--- config.mk ---
export PLATFORM = sky130hd
export DESIGN_NAME = alu_result_stage
export DESIGN_NICKNAME = d
export VERILOG_FILES = /design/src/rtl/alu_result_stage.sv
export SDC_FILE = /design/constraint.sdc
export NUM_CORES = 1
export LEC_CHECK = 0
export BUFFER_PORTS_ARGS = -buffer_cell sky130_fd_sc_hd__buf_2
export CAP_MARGIN = 5
export CORE_ASPECT_RATIO = 1.4
export CORE_UTILIZATION = 45
export CTS_CLUSTER_SIZE = 16
export DETAILED_ROUTE_END_ITERATION = 12
export GPL_TIMING_DRIVEN = 0
export HOLD_SLACK_MARGIN = 0.03
export PLACE_DENSITY = 0.65
export RECOVER_POWER = 50
export SETUP_SLACK_MARGIN = 0.2
export SLEW_MARGIN = 40
export SYNTH_ARGS = -nofsm -noshare
export SYNTH_HDL_FRONTEND = slang
export SYNTH_SLANG_ARGS = --single-unit
--- constraint.sdc ---
create_clock -name clk_i -period 9.5 [get_ports clk_i]
set_clock_uncertainty 0.05 [all_clocks]
set_input_delay 1.9 -clock clk_i [delete_from_list [all_inputs] [get_ports clk_i]]
set_output_delay 1.9 -clock clk_i [all_outputs]
set_load 0.1 [all_outputs]
--- src/rtl/alu_result_stage.sv ---
`default_nettype none
// ============================================================================
//  Module   : alu_result_stage
//  Purpose  : Execute-to-writeback stage. Buffers ALU results and flags in a
//             2-entry skid FIFO, owns the committed condition-code register,
//             and resolves branch conditions for the head entry.
//  Revision : 1.0  initial release
// ============================================================================
module alu_result_stage #(
  parameter int WIDTH = 32,
  parameter int REGW  = 4
) (
  input  logic             clk_i,
  input  logic             rst_i,
  input  logic             in_valid_i,
  output logic             in_ready_o,
  input  logic [WIDTH-1:0] result_i,
  input  logic             c_i,
  input  logic             z_i,
  input  logic             n_i,
  input  logic             v_i,
  input  logic [REGW-1:0]  rd_i,
  input  logic             wr_en_i,
  input  logic             set_flags_i,
  input  logic             is_branch_i,
  input  logic [3:0]       cond_i,
  input  logic             flush_i,
  output logic             out_valid_o,
  input  logic             out_ready_i,
  output logic [WIDTH-1:0] result_o,
  output logic [REGW-1:0]  rd_o,
  output logic             wr_en_o,
  output logic             branch_o,
  output logic             taken_o,
  output logic [3:0]       ccr_o
);

  // Entry layout, MSB to LSB: {result, c, z, n, v, rd, wr_en, set_flags, is_branch, cond}
  localparam int EW = WIDTH + 4 + REGW + 3 + 4;
  localparam logic [1:0] c_full  = 2'd2;
  localparam logic [1:0] c_empty = 2'd0;

  logic [EW-1:0]    entry_q [0:1];
  logic [EW-1:0]    entry_d [0:1];
  logic [1:0]       count_q, count_d;
  logic             wr_ptr_q, wr_ptr_d;
  logic             rd_ptr_q, rd_ptr_d;
  logic [3:0]       ccr_q, ccr_d;

  logic [EW-1:0]    in_entry;
  logic [EW-1:0]    head;
  logic [3:0]       head_cond;
  logic             head_is_branch;
  logic             head_set_flags;
  logic             head_wr_en;
  logic [REGW-1:0]  head_rd;
  logic [3:0]       head_flags;
  logic [WIDTH-1:0] head_result;
  logic             push;
  logic             pop;
  logic [3:0]       eval_flags;
  logic             cond_true;

  assign in_entry = {result_i, c_i, z_i, n_i, v_i, rd_i, wr_en_i, set_flags_i, is_branch_i, cond_i};

  assign head           = entry_q[rd_ptr_q];
  assign head_cond      = head[3:0];
  assign head_is_branch = head[4];
  assign head_set_flags = head[5];
  assign head_wr_en     = head[6];
  assign head_rd        = head[7 +: REGW];
  assign head_flags     = head[7 + REGW +: 4];
  assign head_result    = head[11 + REGW +: WIDTH];

  // Ready depends only on registered occupancy, so no path from out_ready_i.
  assign in_ready_o  = (count_q != c_full);
  assign out_valid_o = (count_q != c_empty);

  assign push = in_valid_i & in_ready_o & ~flush_i;
  assign pop  = out_valid_o & out_ready_i & ~flush_i;

  // Next-state for FIFO storage, pointers, occupancy and the committed CCR.
  always_comb begin
    entry_d[0] = entry_q[0];
    entry_d[1] = entry_q[1];
    count_d    = count_q;
    wr_ptr_d   = wr_ptr_q;
    rd_ptr_d   = rd_ptr_q;
    ccr_d      = ccr_q;
    if (flush_i) begin
      // Squashed entries never commit, so the CCR is left alone here.
      count_d  = c_empty;
      wr_ptr_d = 1'b0;
      rd_ptr_d = 1'b0;
    end else begin
      if (push) begin
        entry_d[wr_ptr_q] = in_entry;
        wr_ptr_d          = ~wr_ptr_q;
      end
      if (pop) begin
        rd_ptr_d = ~rd_ptr_q;
        if (head_set_flags) begin
          ccr_d = head_flags;
        end
      end
      if (push && !pop) begin
        count_d = count_q + 2'd1;
      end else if (pop && !push) begin
        count_d = count_q - 2'd1;
      end
    end
  end

  // State registers with asynchronous reset.
  always_ff @(posedge clk_i or posedge rst_i) begin
    if (rst_i) begin
      entry_q[0] <= '0;
      entry_q[1] <= '0;
      count_q    <= c_empty;
      wr_ptr_q   <= 1'b0;
      rd_ptr_q   <= 1'b0;
      ccr_q      <= 4'b0000;
    end else begin
      entry_q[0] <= entry_d[0];
      entry_q[1] <= entry_d[1];
      count_q    <= count_d;
      wr_ptr_q   <= wr_ptr_d;
      rd_ptr_q   <= rd_ptr_d;
      ccr_q      <= ccr_d;
    end
  end

  // Branch condition: a flag-setting head is judged on its own flags.
  always_comb begin
    eval_flags = head_set_flags ? head_flags : ccr_q;
    cond_true  = 1'b0;
    case (head_cond)
      4'd0:  cond_true = 1'b1;
      4'd1:  cond_true = eval_flags[2];
      4'd2:  cond_true = ~eval_flags[2];
      4'd3:  cond_true = eval_flags[3];
      4'd4:  cond_true = ~eval_flags[3];
      4'd5:  cond_true = eval_flags[3] | eval_flags[2];
      4'd6:  cond_true = ~eval_flags[3] & ~eval_flags[2];
      4'd7:  cond_true = eval_flags[1] ^ eval_flags[0];
      4'd8:  cond_true = ~(eval_flags[1] ^ eval_flags[0]);
      4'd9:  cond_true = (eval_flags[1] ^ eval_flags[0]) | eval_flags[2];
      4'd10: cond_true = ~(eval_flags[1] ^ eval_flags[0]) & ~eval_flags[2];
      4'd11: cond_true = eval_flags[1];
      4'd12: cond_true = ~eval_flags[1];
      4'd13: cond_true = eval_flags[0];
      4'd14: cond_true = ~eval_flags[0];
      4'd15: cond_true = 1'b0;
      default: cond_true = 1'b0;
    endcase
  end

  // Head-derived outputs are forced low whenever the FIFO is empty.
  always_comb begin
    result_o = out_valid_o ? head_result : '0;
    rd_o     = out_valid_o ? head_rd : '0;
    wr_en_o  = head_wr_en & out_valid_o;
    branch_o = head_is_branch & out_valid_o;
    taken_o  = cond_true & head_is_branch & out_valid_o;
    ccr_o    = ccr_q;
  end

endmodule
`default_nettype wire

Word-level counts from Yosys, hierarchy flattened
Index checks and enable logic that the tools add are counted.
- add/sub/neg operators: 2
- multipliers: 0
- divide/modulo/power cells: 0
- $lt $le $gt $ge: 3
- equal/unequal tests: 16
- shift operators: 0
- muxes and demuxes: 17
- bitwise logic cells: 23
- reductions and logical operators: 12
- operator list (cell ; number):
    $mux 47 ; 4
    $bwmux 94 ; 1
    $demux 47 s1 ; 1
    $eq 4x4->1 const B ; 8
    $mux 32 ; 1
    $eq 4x3->1 const B ; 4
    $pmux 1 s16 ; 1
    $and 1x1->1 ; 10
    $eq 4x2->1 const B ; 2
    $mux 4 ; 2
    $not 1->1 ; 8
    $mux 2 ; 3
    $reduce_bool 2->1 ; 3
    $eq 4x1->1 const B ; 1
    $ge 2x2->1 const B ; 2
    $logic_not 4->1 ; 1
    $mux 1 ; 4
    $not 1->2 ; 2
    $reduce_and 2->1 ; 2
    $logic_and 1x1->1 ; 3
    $reduce_bool 3->1 ; 1
    $add 2x1->2 const B ; 1
    $logic_not 1->1 ; 2
    $lt 2x1->1 const B ; 1
    other kinds (4) ; 5
- register bits after elaboration: 102
- bits in latches: 0
- memory bits (writable): 0
- ROM bits: 0
- bits of input ports: 52
- memories kept: 0

Logic depth before layout (Yosys ltp)
Gate-level depths: netlist (run 1).
- depth after elaboration: 11
- depth in mapped cells: 8
- mapped depth without buffers: 6

Worst setup path before layout (run 1)
No wires, ideal clock.
- path type: register -> output
- from: register ccr_q[1], in the netlist ccr_o[1]
- to: output port taken_o
- arrival: 3168 ps
- data required time: 7550 ps
- slack: 4382 ps
- stages on the path, launching flop included: 6
- buffers on the path: 0
- cell sequence: dfrtp_1 -> a211oi_2 -> mux2i_1 -> o21ai_0 -> a211o_1 -> a311oi_2
- cells in the longest elaborated chain, start to end: 7
- elaborated cells on any way between the ends: 9
- classes of those cells: mux: 2; bitwise: 7
- RTL lines (item ; RTL line ; text):
    start, declared ; 48 ; logic [3:0] ccr_q, ccr_d;
    start signal, assigned ; 129 ; ccr_q <= ccr_d;
    $mux 4 * ; -- ;
    $xor 1x1->1 ; -- ;
    $not 1->1 ; 146, 148 ;
    $and 1x1->1 ; 148 ; 4'd10: cond_true = ~(eval_flags[1] ^ eval_flags[0]) & ~eval_flags[2];
    $pmux 1 s16 * ; 137 ; case (head_cond)
    $and 1x1->1 * (2 in series) ; 164 ; taken_o = cond_true & head_is_branch & out_valid_o;
    end, declared ; 34 ; output logic taken_o,
Mark *: on every way between the ends. The rest lies on a longest branch, timed or not.

==> results of run 1 <==
-- where the power goes --
part	internal, uW	total [uW]	switching (uW)
registers	558	626	68.0
clock network	199	353	155
logic	187	569	382
total	944	1550	605
-- layout make-up --
| cell class | instances | area [um2] |
|---|---|---|
| buffer | 21 | 104 |
| clock buffer | 13 | 270 |
| clock inverter | 3 | 17.5 |
| fill | 971 | 4650 |
| inverter | 4 | 16.3 |
| multi-input combinational | 242 | 2090 |
| sequential | 102 | 2550 |
| tap | 138 | 173 |
| timing repair buffer | 96 | 472 |
-- metal layers --
| metal | track usage (%) | part of all wire [%] | vias up |
|---|---|---|---|
| met5 | 0 | 0 | - |
| met4 | 7.54 | 1.3 | 0 |
| met3 | 4.44 | 4.3 | 13 |
| met1 | 23.9 | 42 | 1615 |
| met2 | 32.4 | 52 | 84 |
| li1 | - | - | 1513 |
-- placed cells by master, fill, tap and decap left out, types with 2 or more instances in the layout --
master,n
dfrtp_1,102
mux2_2,100
buf_2,97
nor2_1,48
mux2i_1,44
clkbuf_1,19
clkbuf_16,9
nand2_1,8
a21oi_1,5
o21ai_0,4
inv_1,3
xor2_1,3
clkbuf_8,3
nand2b_1,2
buf_6,2
and3b_2,2
and3_2,2
a211o_1,2
nand3_1,2
a31oi_1,2
clkinv_2,2
-- cells by family (layout without fill, tap and decap cells) --
| family | Yosys count | count (layout) | share of synthesized area [%] |
|---|---|---|---|
| AO/OA/AOI/OAI | 24 | 24 | 3.68 |
| XOR/XNOR | 3 | 3 | 0.552 |
| buffers and inverters | 25 | 137 | 2.52 |
| flip-flops | 102 | 102 | 53.6 |
| multiplexers | 145 | 145 | 33.2 |
| AND/OR/NAND/NOR | 70 | 70 | 6.49 |
-- per-stage QoR --
stage	total power [uW]	utilization, %	hold slack, ps	setup WS (ps)
finish	1550	55.0	451	3960
CTS	1570	55.4	455	4680
global placement	1190	52.3	435	3740
detailed placement	1210	52.6	440	5050
floorplan	1100	-	421	4380
global route	1630	55.0	463	3020
-- worst max path at each step --
stage	startpoint	end	slack [ps]
after floorplan	ccr_o[1]$_DFFE_PP0P_	taken_o	4380
after global placement	rst_i	entry_q[0]$_DFFE_PP0P_	3740
after detailed placement	rd_ptr_q$_DFFE_PP0P_	taken_o	5050
after CTS	rd_ptr_q$_DFFE_PP0P_	taken_o	4680
after global routing	rst_i	entry_q[0]$_DFFE_PP0P_	3020
final	rst_i	entry_q[0]$_DFFE_PP0P_	3960
-- state kept, by name (all words and copies together), names as in the netlist --
name,flops
ccr_o,4
count_q,2
entry_q,94
rd_ptr_q,1
wr_ptr_q,1
-- critical path, delay by kind of cell --
family | cells | cell delay (ps)
buffers and inverters | 3 | 3410
==> out/qor.yml, run 1 <==
post_route_cells_drive_above_1_share_pct: 46.4
initialDrtViolationCount: 81
die_outline_area_mm2: 0.0110
clock.fmax_mhz: 180
dieHeight_um: 124
postSynthCellCount: 369
buffer_ports.inserted: 95
final_net_count: 528
r2r_setup_slack_ps: 7160
antenna_cells_inserted: 0
ios: 97
ant_nets: 0
final_min_period_over_clock_period_pct: 58.4
critPathCaptureType: "async pin"
total_leakage_power_uw: 0.00259
synth_area_per_cell_um2: 12.9
antenna_found_initial: 0
ys_seq_elements: 102
cts.repair.resized: 0
class_of_the_tightest_hold_or_removal_check: "flip-flop to flip-flop"
worst-path-max-fanout: 52
hold_path_end: "entry_q[60]$_DFFE_PP0P_"
yosys.cell_count.top_type: "dfrtp_1"
pin_count_of_the_biggest_net_entering_global_routing: 53
total_of_endpoints_with_negative_setup_slack_in_the_final_report: 0
initial_utilization_pct: 46.0
clk_path_buf_depth: 2
fp_rows: 44
tritoncts.num_buffers: 9
die_w_um: 89.0
crit_required_ps: 9310
max_cap_viol_count: 2
r2r_cells: 6
finalHoldViolCount: 0
timing_max_transition_violations_final: 105
critical_path_arrival_ps: 5350
dominantRegCellSynth: "dfrtp_1"
worst_r2r_endpoint: "entry_q[49]$_DFFE_PP0P_"
clkTransAtPathRegs_ps: 60
ys_top_cells_by_count: "102 x dfrtp_1, 100 x mux2_2, 48 x nor2_1, 44 x mux2i_1, 10 x clkbuf_1"
hold_buffers: 0
routed_via_density: 5.21
crit_path_max_incr_delay_ps: 2000
critPathLaunchType: "input pin"
ir_drop_mv: 0.136
clkLatencyLatePin_ps: 330
relSlewSlack_pct: -80.6
synthesis.nets: 421
clock-sinks: 102
yosysWarnings: 0
rsz0062_at_grt: "no"
synth_top_cell_area_share_pct: 53.6
critical_path_class: "input pin to async pin"
timing.hold.worst_path_depth: 1
gpl.final_weighted_congestion: 0.842
worstPathCellList: "buf_2 -> clkinvlp_2 -> clkbuf_1"
tns_ps: 0
wire_length_of_the_first_global_routing_pass_mm: 15.8
max_stage_delay_cell_worst_path: "clkbuf_1"
post_layout_nonfiller_instances: 619
synth_async_sr_flop_share_pct: 100
global_route.usage.total_pct: 19.2
syn-cell-area_mm2: 0.00476
drc: 0
postCtsSetupBuffers: 0
detailed_place.area_mm2: 0.00545
layout.cell_area.non_filler_mm2: 0.00570
htree_num_levels: 3
avgRoutedWirePerCell_um: 16.1
timing.final.crit_period_ps: 5540
worst_pin_slew_ps: 2710
root_buffer: "clkbuf_16"
areaGrowthSynthToFinish_pct: 19.6
dp.cells: 603
core_region_area_mm2: 0.0103
postRouteWirelength_mm: 9.95
grt-ovfl-total: 0
run_status: "finished, violations left"
ys_types: 36
drtPass1Iterations: 5
reg2reg_start: "count_q[0]$_DFFE_PP0P_"
largest_cells_by_area_after_synthesis: "dfrtp_1 54%, mux2_2 24%, mux2i_1 9.2%"
synth_enable_flop_cells: 0
hpwlAfterDp_mm: 7.00
via_count: 3225
powerDensity_mw_per_mm2: 272
synth_top_cell_by_area: "dfrtp_1"
number_of_global_route_vias_before_repair: 3268
worst_hold_path_startpoint: "entry_q[60]$_DFFE_PP0P_"
seq_area_frac_synth_pct: 53.6
cts_tree: "done"
violations: "capacitance limit, slew limit"
No activity file was read; power rests on OpenSTA's default activity.
==> run 2, diff against run 1 <==
==> constraint.sdc (replaced) <==
create_clock -name clk_i -period 5.8 [get_ports clk_i]
set_clock_uncertainty 0.05 [all_clocks]
set_input_delay 1.16 -clock clk_i [delete_from_list [all_inputs] [get_ports clk_i]]
set_output_delay 1.16 -clock clk_i [all_outputs]
set_load 0.1 [all_outputs]
==> run 2 against run 1 <==
Net effect: the run still ends with capacitance limit, slew limit left; sequential power rose by 65%; combinational power is 64% higher; largest cell class unchanged; clock-buffer cell count is the same; flip-flop and latch count did not move; final cell count is the same; routed wire length barely moved.
==> out/qor.yml, run 2 (same netlist as run 1, synthesis figures left out) <==
clkLatencyLatePin_ps: 330  # about the same
avgRoutedWirePerCell_um: 16.1  # about the same
fp_rows: 44  # unchanged
storage_cell_area_mm2: 0.00255  # unchanged
worst-path-max-fanout: 8  # -85%
final_min_period_over_clock_period_pct: 70.0
number_of_global_route_vias_before_repair: 3268  # unchanged
grt-busiest-layer: "met2"
final_net_count: 528  # unchanged
cpLargestDelayFamily: "compound AO/OA/AOI/OAI gates"
clk_path_buf_depth: 2  # unchanged
root_buffer: "clkbuf_16"
post_route_cells_drive_above_1_share_pct: 46.6  # +0.21 points
globalRouteMet2Util_pct: 32.4  # unchanged
rsz0062_at_grt: "no"
met3_usage_pct: 4.44  # unchanged
layout_common_cells: "102 x dfrtp_1, 100 x mux2_2, 97 x buf_2"
detailed_place.area_mm2: 0.00545  # unchanged
violations: "capacitance limit, slew limit"
via_count: 3224  # -0.031%
ir_drop_mv: 0.222  # +64%
max_cap_viol_count: 1  # -1
cts.repair.resized: 0  # unchanged
dieHeight_um: 124  # unchanged
drtPass1Iterations: 5  # unchanged
largest-register: "entry_q"
total_of_endpoints_with_negative_setup_slack_in_the_final_report: 0  # unchanged
filler_cell_count: 967  # -0.41%
critPathLaunchType: "flip-flop"
hpwlAfterDp_mm: 7.00  # unchanged
relSlewSlack_pct: -62.0  # +19 points
antenna_found_initial: 0  # unchanged
tns_ps: 0  # unchanged
htree_num_levels: 3  # unchanged
run_status: "finished, violations left"
buffer_ports.inserted: 95  # unchanged
critical_path_arrival_ps: 2850  # -2500 ps
clock.fmax_mhz: 246
layout.cell_area.non_filler_mm2: 0.00572  # +0.42%
mostFrequentLayoutCell: "dfrtp_1"
global_route.usage.total_pct: 19.2  # unchanged
ant_nets: 0  # unchanged
critPathCaptureType: "output port"
post_layout_nonfiller_instances: 619  # unchanged
ios: 97  # unchanged
timing_max_transition_violations_final: 52  # -50%
postRouteWirelength_mm: 9.95  # about the same
die_w_um: 89.0  # unchanged
drc: 0  # unchanged
hold_buffers: 0  # unchanged
routed_via_density: 5.21  # about the same
total_leakage_power_uw: 0.00260  # +0.44%
clkTransAtPathRegs_ps: 60  # about the same
initialDrtViolationCount: 81  # unchanged
power.total_uw: 2540  # +64%
dp.cells: 603  # unchanged
areaGrowthSynthToFinish_pct: 20.1
wire_length_of_the_first_global_routing_pass_mm: 15.8  # unchanged
gpl.final_weighted_congestion: 0.842  # unchanged
tritoncts.num_buffers: 9  # unchanged
timing.final.crit_period_ps: 4060
pin_count_of_the_biggest_net_entering_global_routing: 53  # unchanged
antenna_cells_inserted: 0  # unchanged
critical_path_class: "flip-flop to output port"
core_region_area_mm2: 0.0103  # unchanged
crit_path_max_incr_delay_ps: 550  # -1450 ps
max_stage_delay_cell_worst_path: "a211oi_2"
worst_pin_slew_ps: 2420  # -293 ps
finalHoldViolCount: 0  # unchanged
worst-path-buf-inv: 2  # -1
flip_flop_count_of_the_largest_register_all_copies_and_words_added: 94  # unchanged
clock-sinks: 102  # unchanged
grt-ovfl-total: 0  # unchanged
cts_tree: "done"
powerDensity_mw_per_mm2: 444  # +63%
die_outline_area_mm2: 0.0110  # unchanged
class_of_the_tightest_hold_or_removal_check: "flip-flop to flip-flop"
multi_input_comb_area_mm2: 0.00209  # unchanged
worstPathCellList: "buf_6 -> mux2i_2 -> a211oi_2 -> mux2i_1 -> o21ai_0 -> a211o_1 -> a311oi_2 -> buf_2"
crit_required_ps: 4590  # -4720 ps
postCtsSetupBuffers: 0  # unchanged
initial_utilization_pct: 46.0  # unchanged
globalRouteMet1Util_pct: 23.9  # unchanged
[run 2: final timing paths]
check | start | end | slack (ps) | depth (start not counted)
worst min-delay path | entry_q[60]$_DFFE_PP0P_ | entry_q[60]$_DFFE_PP0P_ | 450 | 1
max in group asynchronous | rst_i | entry_q[6]$_DFFE_PP0P_ | 3170 | 2
worst min register to register | entry_q[60]$_DFFE_PP0P_ | entry_q[60]$_DFFE_PP0P_ | 450 | 1
min in group asynchronous | rst_i | entry_q[84]$_DFFE_PP0P_ | 1430 | 2
worst max-delay path | rd_ptr_q$_DFFE_PP0P_ | taken_o | 1740 | 8
worst max register to register | count_q[0]$_DFFE_PP0P_ | entry_q[49]$_DFFE_PP0P_ | 3450 | 6
[run 2: metal layers]
layer,up-vias,routed length (um)
li1,1514,-
met1,1621,4200
met2,80,5190
met3,9,431
met4,0,128
met5,-,0
[run 2: per-stage QoR]
step,hold WS (ps),setup slack (ps),utilization (%)
after floorplan,421,1420,-
after global placement,435,783,52.3
final,451,1740,55.3
after global routing,463,1600,55.3
after CTS,455,1720,55.4
after detailed placement,440,2090,52.6
[run 2: layout make-up]
cell class,count,area share [%]
buffer,21,1.82
clock buffer,13,4.73
clock inverter,3,0.306
inverter,4,0.284
multi-input combinational,242,36.6
sequential,102,44.6
tap,138,3.02
timing repair buffer,96,8.66
[run 2: power by group]
part	internal (uW)	switching, uW	total, uW
sequential	915	111	1030
combinational	308	627	934
clock	325	254	579
[run 2: worst reg2reg max path, stage by stage, from the launching register on]
cell	delay (ps)
dfrtp_1	420
nand2b_1	180
nand2_1	110
nor3_1	200
clkbuf_1	490
buf_2	410
mux2_2	380
==> run 3, diff against run 2 <==
--- a/config.mk
+++ b/config.mk
@@ -13,7 +13,7 @@
 export DETAILED_ROUTE_END_ITERATION = 12
 export GPL_TIMING_DRIVEN = 0
 export HOLD_SLACK_MARGIN = 0.03
-export PLACE_DENSITY = 0.65
+export PLACE_DENSITY = 0.68
 export RECOVER_POWER = 50
 export SETUP_SLACK_MARGIN = 0.2
 export SLEW_MARGIN = 40
==> constraint.sdc (replaced) <==
create_clock -name clk_i -period 3.7 [get_ports clk_i]
set_clock_uncertainty 0.05 [all_clocks]
set_input_delay 0.74 -clock clk_i [delete_from_list [all_inputs] [get_ports clk_i]]
set_output_delay 0.74 -clock clk_i [all_outputs]
set_load 0.1 [all_outputs]
==> run 3 against run 2 <==
Net effect: the flow now finishes without violations; global-route usage up 0.19 points; combinational power up 62%; power up 61%; clock-buffer cell count unchanged; flip-flop and latch count unchanged; register-to-register slack worse by 2100 ps; utilization up 0.68 points; non-clock buffer count up 5; routed wire length up 2.4%.
==> out/qor.yml, run 3 (same netlist as run 1, synthesis figures left out) <==
clkTransAtPathRegs_ps: 70  # about the same
grt-ovfl-total: 0  # unchanged
worst-path-max-fanout: 8  # unchanged
dieHeight_um: 124  # unchanged
max_cap_viol_count: 0  # -1
tns_ps: 0  # unchanged
largest-register: "entry_q"
number_of_global_route_vias_before_repair: 3351  # +2.5%
htree_num_levels: 3  # unchanged
mostFrequentLayoutCell: "dfrtp_1"
relSlewSlack_pct: 11.8  # +74 points
core_region_area_mm2: 0.0103  # unchanged
final_min_period_over_clock_period_pct: 93.4
layout_common_cells: "101 x dfrtp_1, 100 x mux2_2, 97 x buf_2"
pin_count_of_the_biggest_net_entering_global_routing: 27  # -49%
final_worst_setup_slack_ps: 245  # -1500 ps
final_net_count: 533  # +0.95%
ir_drop_mv: 0.335  # +51%
drtPass1Iterations: 4  # -1
globalRouteMet1Util_pct: 23.0  # -0.86 points
finalHoldViolCount: 0  # unchanged
routed_via_density: 5.27  # +1.1%
ios: 97  # unchanged
total_leakage_power_uw: 0.00263  # +0.92%
ant_nets: 0  # unchanged
start_point_of_the_critical_path: "rd_ptr_q$_DFFE_PP0P_"
grt-busiest-layer: "met2"
critPathCaptureType: "output port"
crit_required_ps: 2910  # -1680 ps
timing.final.crit_period_ps: 3460
timing.critical_path.to: "taken_o"
initialDrtViolationCount: 105  # +30%
dpl_worst_slack_ps: 380  # -1710 ps
avgRoutedWirePerCell_um: 16.3  # +1.6%
postRouteWirelength_mm: 10.2  # +2.4%
initial_utilization_pct: 46.0  # unchanged
critical_path_arrival_ps: 2670  # -180 ps
wire_length_of_the_first_global_routing_pass_mm: 16.0  # +1.2%
clk_path_buf_depth: 2  # unchanged
clock.fmax_mhz: 289
class_of_the_tightest_hold_or_removal_check: "input pin to async pin"
post_layout_nonfiller_instances: 624  # +0.81%
root_buffer: "clkbuf_16"
r2r_setup_slack_ps: 1360  # -2090 ps
worst_r2r_endpoint: "entry_q[13]$_DFFE_PP0P_"
buffer_ports.inserted: 95  # unchanged
filler_cell_count: 961  # -0.62%
total_of_endpoints_with_negative_setup_slack_in_the_final_report: 0  # unchanged
critPathLaunchType: "flip-flop"
drc: 0  # unchanged
post_route_cells_drive_above_1_share_pct: 46.7  # +0.14 points
globalRouteMet2Util_pct: 33.9  # +1.5 points
flip_flop_count_of_the_largest_register_all_copies_and_words_added: 94  # unchanged
die_w_um: 89.0  # unchanged
r2r_cells: 7  # +1
hold_buffers: 0  # unchanged
critical_path_class: "flip-flop to output port"
hold_ws_ps: 315  # -137 ps
via_count: 3287  # +2.0%
timing_max_transition_violations_final: 0  # -100%
reg2reg_start: "count_q[0]$_DFFE_PP0P_"
hpwlAfterDp_mm: 7.41  # +5.8%
powerDensity_mw_per_mm2: 705  # +59%
gpl.final_weighted_congestion: 0.743  # -12%
cts_tree: "done"
worst_pin_slew_ps: 1320  # -1090 ps
fp_rows: 44  # unchanged
run_status: "finished clean"
areaGrowthSynthToFinish_pct: 21.5
met3_usage_pct: 4.37  # -0.066 points
rsz0062_at_grt: "no"
dp.cells: 606  # +0.50%
antenna_cells_inserted: 0  # unchanged
die_outline_area_mm2: 0.0110  # unchanged
global_route.usage.total_pct: 19.4  # +0.19 points
tritoncts.num_buffers: 9  # unchanged
clkLatencyLatePin_ps: 340  # about the same
clock-sinks: 102  # unchanged
antenna_found_initial: 1  # +1
==> run 3: cell types whose count changed in the layout (fill, tap and decap cells not counted), sizes merged <==
cell    previous run  this run
clkbuf            30        32
buf              100       103
clkinv             2         1
bufinv             0         1
==> run 3: what timing repair did <==
action	CTS	global route
resized for setup	2	3
pin swaps	1	2
setup buffers	2	0
setup endpoints to repair	1	1
==> run 3: worst max-delay path, cell delays in order (launching register included) <==
cell and delay, ps:
dfrtp_1 350, buf_6 140, mux2i_1 470, a211o_1 320
o311ai_0 200, a21oi_1 150, a31oi_1 90, a311oi_4 380
buf_12 220
==> run 3: metal layers <==
| layer | up-vias | wire, um |
|---|---|---|
| met4 | 2 | 224 |
| met3 | 20 | 451 |
| li1 | 1523 | - |
| met2 | 80 | 5340 |
| met1 | 1662 | 4170 |
| met5 | - | 13 |
==> run 3: worst min-delay path by stage <==
| stage | endpoint | depth (start not counted) | slack, ps |
|---|---|---|---|
| 5_1_grt | entry_q[88]$_DFFE_PP0P_ | 2 | 340 |
| 6_report | entry_q[88]$_DFFE_PP0P_ | 2 | 310 |
| 3_5_place_dp | entry_q[37]$_DFFE_PP0P_ | 1 | 440 |
| 2_1_floorplan | entry_q[12]$_DFFE_PP0P_ | 1 | 420 |
| 4_1_cts | entry_q[88]$_DFFE_PP0P_ | 2 | 300 |
| 3_3_place_gp | entry_q[11]$_DFFE_PP0P_ | 1 | 440 |
==> run 3: power by group <==
part	total, uW	switching, uW	internal [uW]	leakage [uW]
logic	1510	1000	505	0.00126
registers	1610	181	1430	0.00122
clock network	958	397	561	0.000146
==> run 3: cell type report <==
cell class | count | area, um2 | share of cell area, %
Inverter | 4 | 16.3 | 0.281
Timing Repair Buffer | 101 | 531 | 9.16
Clock buffer | 13 | 260 | 4.50
Tap cell | 138 | 173 | 2.98
Buffer | 21 | 104 | 1.79
Sequential cell | 102 | 2550 | 44.1
Multi-Input combinational cell | 242 | 2110 | 36.4
Clock inverter | 3 | 42.5 | 0.735
==> run 3: metrics by stage <==
stage	cell area [um2]	power (uW)	utilization, %
6_report	5790	4080	55.9
5_1_grt	5790	4270	55.9
4_1_cts	5860	4120	56.6
3_5_place_dp	5540	3140	53.5
3_3_place_gp	5440	3070	52.5
2_1_floorplan	4790	2840	-
